==> src/rtl/apb_cmd_master.sv <==
// APB command master: one outstanding transfer, min 4 cycles per command (accept, SETUP, ACCESS, RESP).
// Backpressure: req_ready only in IDLE; response held in RESP until rsp_ready.
module apb_cmd_master #(
  parameter int ADDR_W  = 32,
  parameter int DATA_W  = 32,
  parameter int TIMEOUT = 16
) (
  input  logic              pclk,
  input  logic              preset,
  input  logic              req_valid,
  output logic              req_ready,
  input  logic              req_write,
  input  logic [ADDR_W-1:0] req_addr,
  input  logic [DATA_W-1:0] req_wdata,
  output logic              rsp_valid,
  input  logic              rsp_ready,
  output logic [DATA_W-1:0] rsp_rdata,
  output logic              rsp_err,
  output logic              rsp_timeout,
  output logic              psel,
  output logic              penable,
  output logic              pwrite,
  output logic [ADDR_W-1:0] paddr,
  output logic [DATA_W-1:0] pwdata,
  input  logic              pready,
  input  logic              pslverr,
  input  logic [DATA_W-1:0] prdata
);

  typedef enum logic [1:0] {IDLE, SETUP, ACCESS, RESP} state_t;

  typedef struct packed {
    logic              write;
    logic [ADDR_W-1:0] addr;
    logic [DATA_W-1:0] wdata;
  } cmd_t;

  // Counter only has to reach TIMEOUT-1: the check happens before the increment.
  localparam int CNT_W = (TIMEOUT > 1) ? $clog2(TIMEOUT) : 1;
  localparam logic [CNT_W-1:0] CNT_LAST = CNT_W'((TIMEOUT > 0) ? TIMEOUT - 1 : 0);

  state_t           state;
  cmd_t             cmd_q;
  logic [CNT_W-1:0] wait_cnt;
  logic             timeout_hit;

  assign req_ready   = (state == IDLE) && !preset;
  assign timeout_hit = (TIMEOUT > 0) && (wait_cnt == CNT_LAST);
  assign pwrite      = cmd_q.write;
  assign paddr       = cmd_q.addr;
  assign pwdata      = cmd_q.wdata;

  always_ff @(posedge pclk) begin
    if (preset) begin
      state       <= IDLE;
      cmd_q       <= '0;
      wait_cnt    <= '0;
      psel        <= 1'b0;
      penable     <= 1'b0;
      rsp_valid   <= 1'b0;
      rsp_rdata   <= '0;
      rsp_err     <= 1'b0;
      rsp_timeout <= 1'b0;
    end else begin
      case (state)
        IDLE: begin
          if (req_valid) begin
            cmd_q    <= {req_write, req_addr, req_wdata};
            wait_cnt <= '0;
            psel     <= 1'b1;
            state    <= SETUP;
          end
        end
        SETUP: begin
          penable <= 1'b1;
          state   <= ACCESS;
        end
        ACCESS: begin
          // pready wins over a timeout landing on the same cycle
          if (pready) begin
            psel        <= 1'b0;
            penable     <= 1'b0;
            rsp_valid   <= 1'b1;
            rsp_rdata   <= cmd_q.write ? '0 : prdata;
            rsp_err     <= pslverr;
            rsp_timeout <= 1'b0;
            state       <= RESP;
          end else if (timeout_hit) begin
            psel        <= 1'b0;
            penable     <= 1'b0;
            rsp_valid   <= 1'b1;
            rsp_rdata   <= '0;
            rsp_err     <= 1'b1;
            rsp_timeout <= 1'b1;
            state       <= RESP;
          end else begin
            wait_cnt <= wait_cnt + CNT_W'(1);
          end
        end
        RESP: begin
          if (rsp_ready) begin
            rsp_valid <= 1'b0;
            state     <= IDLE;
          end
        end
        default: state <= IDLE;
      endcase
    end
  end

endmodule

==> config.mk <==
export PLATFORM = sky130hd
export DESIGN_NAME = apb_cmd_master
export DESIGN_NICKNAME = d
export VERILOG_FILES = /design/src/rtl/apb_cmd_master.sv
export SDC_FILE = /design/constraint.sdc
export NUM_CORES = 1
export LEC_CHECK = 0
export CAP_MARGIN = 10
export CORE_ASPECT_RATIO = 1.5
export CORE_MARGIN = 2
export CORE_UTILIZATION = 35
export DETAILED_ROUTE_END_ITERATION = 16
export MAX_ROUTING_LAYER = met4
export PLACE_DENSITY = 0.87
export SLEW_MARGIN = 20
export SYNTH_ARGS = -nofsm -noshare
export SYNTH_HDL_FRONTEND = slang
export SYNTH_SLANG_ARGS = --single-unit
==> constraint.sdc <==
create_clock -name pclk -period 1.4 [get_ports pclk]
set_input_delay 0.28 -clock pclk [delete_from_list [all_inputs] [get_ports pclk]]
set_output_delay 0.28 -clock pclk [all_outputs]
set_load 0.02 [all_outputs]
==> results.cfg <==
[outcome]
status = finished with violations
violations = negative setup slack

[finish]
diodes = 0
fin_area_um2 = 8025
drive_above_1_share_pct = 32.97
final_common_cell = nand2_1
fin_nets = 845
synthToLayoutAreaGrowth_pct = 104.1
mostFrequentLayoutCells = 105 x nand2_1, 104 x dfxtp_1, 99 x clkdlybuf4s50_1

[place]
portBuffers = 205
dp_hpwl_mm = 9.024
gp_congestion = 0.8912
place_area_um2 = 6396

[timing]
relSlewSlack_pct = 39.97
fin_skew_ps = 7.873
setup_violations = 109
worst_pin_slew_ps = 900.5
min_period_ps = 1582
finalWorstSetupSlack_ps = -181.5
final_hold_viol_count = 0
post-route-period-util_pct = 113.0
hold-worst-slack_ps = 314.9
fmax_mhz = 632.3
drv_slew = 0
rsz0062_at_grt = true

[drt]
drt_iter0_markers = 183
dr.pass1.iters = 4
wl_per_cell_um = 20.70
wirelength_mm = 18.42
via_count = 4729
drt-vias-per-instance = 5.313
drc_errors = 0
ant_nets = 0

[synth]
synth.net_count = 604
synth-compound-area-share_pct = 15.43
avgSynthCellArea_um2 = 7.913
yosys_warnings = 0
syn_inst = 497
synth_mux_area_share_pct = 0.5091
syn_area_um2 = 3933
synth_top_cell_area_share_pct = 54.98
ys_top_cells_by_area = dfxtp_1 55%, nand2_1 16%, a21oi_1 13%
ys_ff_latch = 108
synthDistinctLibCells = 27
synthAdderAreaFrac_pct = 1.273
ys_seq_area_share_pct = 54.98
synth_top_family_by_area = simple AND/OR/NAND/NOR gates
yosys.area_share.simple_pct = 23.16
synth_xor_area_share_pct = 0
yosysTopAreaCell = dfxtp_1

[grt]
grt.total_usage_pct = 21.89
grt_overflow = 0
grt_pass1_vias = 4443
grt_max_degree = 63
antenna_found_initial = 0
grt_pass1_wl_mm = 20.97

[pwr]
power_leakage_nw = 3.341
ir_drop_mv = 0.7720
p_total_mw = 11.58
power_density_nw_per_um2 = 1443

[worst_hold_path]
hold_path_depth = 3
min_path_type = input pin to flop

[worst_setup_path]
critical_path_class = flop to flop
crit_slowest_cell = or4_4
critPathMaxFanout = 5
crit_chain = inv_2, ha_4, buf_6, nor2b_4, or4_4, o32ai_2
worstPathArrival_ps = 1840
slowest_delay_ps = 450
worstSetupEndpointType = flop
regToRegSetupSlack_ps = -180
startpoint_type = flop
required_ps = 1660
ff2ff_path_depth = 6

[clock_network]
cts_buffers = 9
clkLatencyLatePin_ps = 340
cts-root-buf = clkbuf_16
cts_buffer_depth = 2
cts_tree = done
path_clk_slew_ps = 80
htree_levels = 3
holdBufCountCts = 0
cts.sinks = 108

[floorplanning]
core_um2 = 11000
die_width_um = 90.55
die_h_um = 133.8
initial_utilization_pct = 35.76
num_rows = 47
io_pins = 206
design.die.area_um2 = 12120

[job]
maxCapViolations = 0
-- where the power goes --
part / leakage, nW / switching, mW / internal (mW)
combinational: 2.30 / 2.66 / 2.48
clock: 0.154 / 1.23 / 1.48
sequential: 0.883 / 0.254 / 3.48
total: 3.34 / 4.15 / 7.43
-- area by class of cell --
cell class	count	area, um^2
clock inverters	6	77.57
inverters	5	21.27
flip-flops and latches	108	2167
fillers	696	2972
multi-input cells	346	2441
clock buffers	10	239.0
well taps	147	183.9
repair buffers	268	2895
-- routing by layer --
layer  global-route usage [%]  routed length, um  up-vias
li1                         -                  -     2135
met1                    21.29               6495     2293
met2                    41.87              10300      237
met3                    4.663                911       64
met4                    8.376                715        0
met5                        -                  0        -
-- timing repair --
item,CTS,global route
endpoints found under the hold margin,0,0
endpoints found under the setup margin,194,97
pin swaps,11,96
resized for setup,124,212
setup buffers,3,7
cloned,3,21
-- cells in the mapped netlist --
cell type / number
a211oi_1: 2
a21oi_1: 101
a221oi_1: 1
a22oi_1: 1
a31o_1: 1
a31oi_1: 3
and2_1: 1
buf_1: 2
buf_2: 14
clkbuf_1: 23
dfxtp_1: 108
ha_1: 4
inv_1: 5
mux2i_1: 2
nand2_1: 172
nand3_1: 35
nor2_1: 7
nor2_2: 1
nor2b_1: 3
nor3_1: 3
nor4_1: 1
o211ai_1: 1
o21ai_0: 2
o311ai_0: 1
o31ai_1: 1
o32ai_1: 1
or4_4: 1
-- final timing paths --
kind / from / end
worst min-delay path: preset / wait_cnt[1]$_SDFFE_PP0P_
worst min register to register: paddr[9]$_SDFFE_PP0P_ / paddr[9]$_SDFFE_PP0P_
worst max-delay path: state[1]$_SDFFE_PP0P_ / wait_cnt[2]$_SDFFE_PP0P_
worst max register to register: state[1]$_SDFFE_PP0P_ / wait_cnt[2]$_SDFFE_PP0P_
-- cells by family after synthesis --
kind of cell               count (synthesis)
AOI/OAI and AO/OA                        115
adders and majority gates                  4
buffers and inverters                     44
DFF                                      108
muxes                                      2
and+or+nand+nor                          224
-- registers in the layout (all words and copies together), names as in the netlist --
signal	count
psel	1
rsp_timeout	1
state	2
penable	1
wait_cnt	4
pwrite	1
rsp_err	1
rsp_valid	1
rsp_rdata	32
pwdata	32
paddr	32
-- per-stage QoR --
step                      TNS [ps]  utilization, %  std cells  worst slack [ps]
after floorplan            -0.3538               -        497           -0.3538
after global routing        -10890           72.98        890            -212.6
after CTS                   -621.2           61.59        863            -147.9
final                        -6917           72.98        890            -181.5
after global placement      -28440           58.16        841            -343.2
after detailed placement    -29780           58.16        841            -384.0
-- critical path: cells and delay by family, from the launching register on --
kind            cells  cell delay, ps
compound gates      1             200
fa+ha+maj           1             160
buf+inv             2             190
flops               1             360
simple gates        2             590
(Power assumes the default switching activity.)
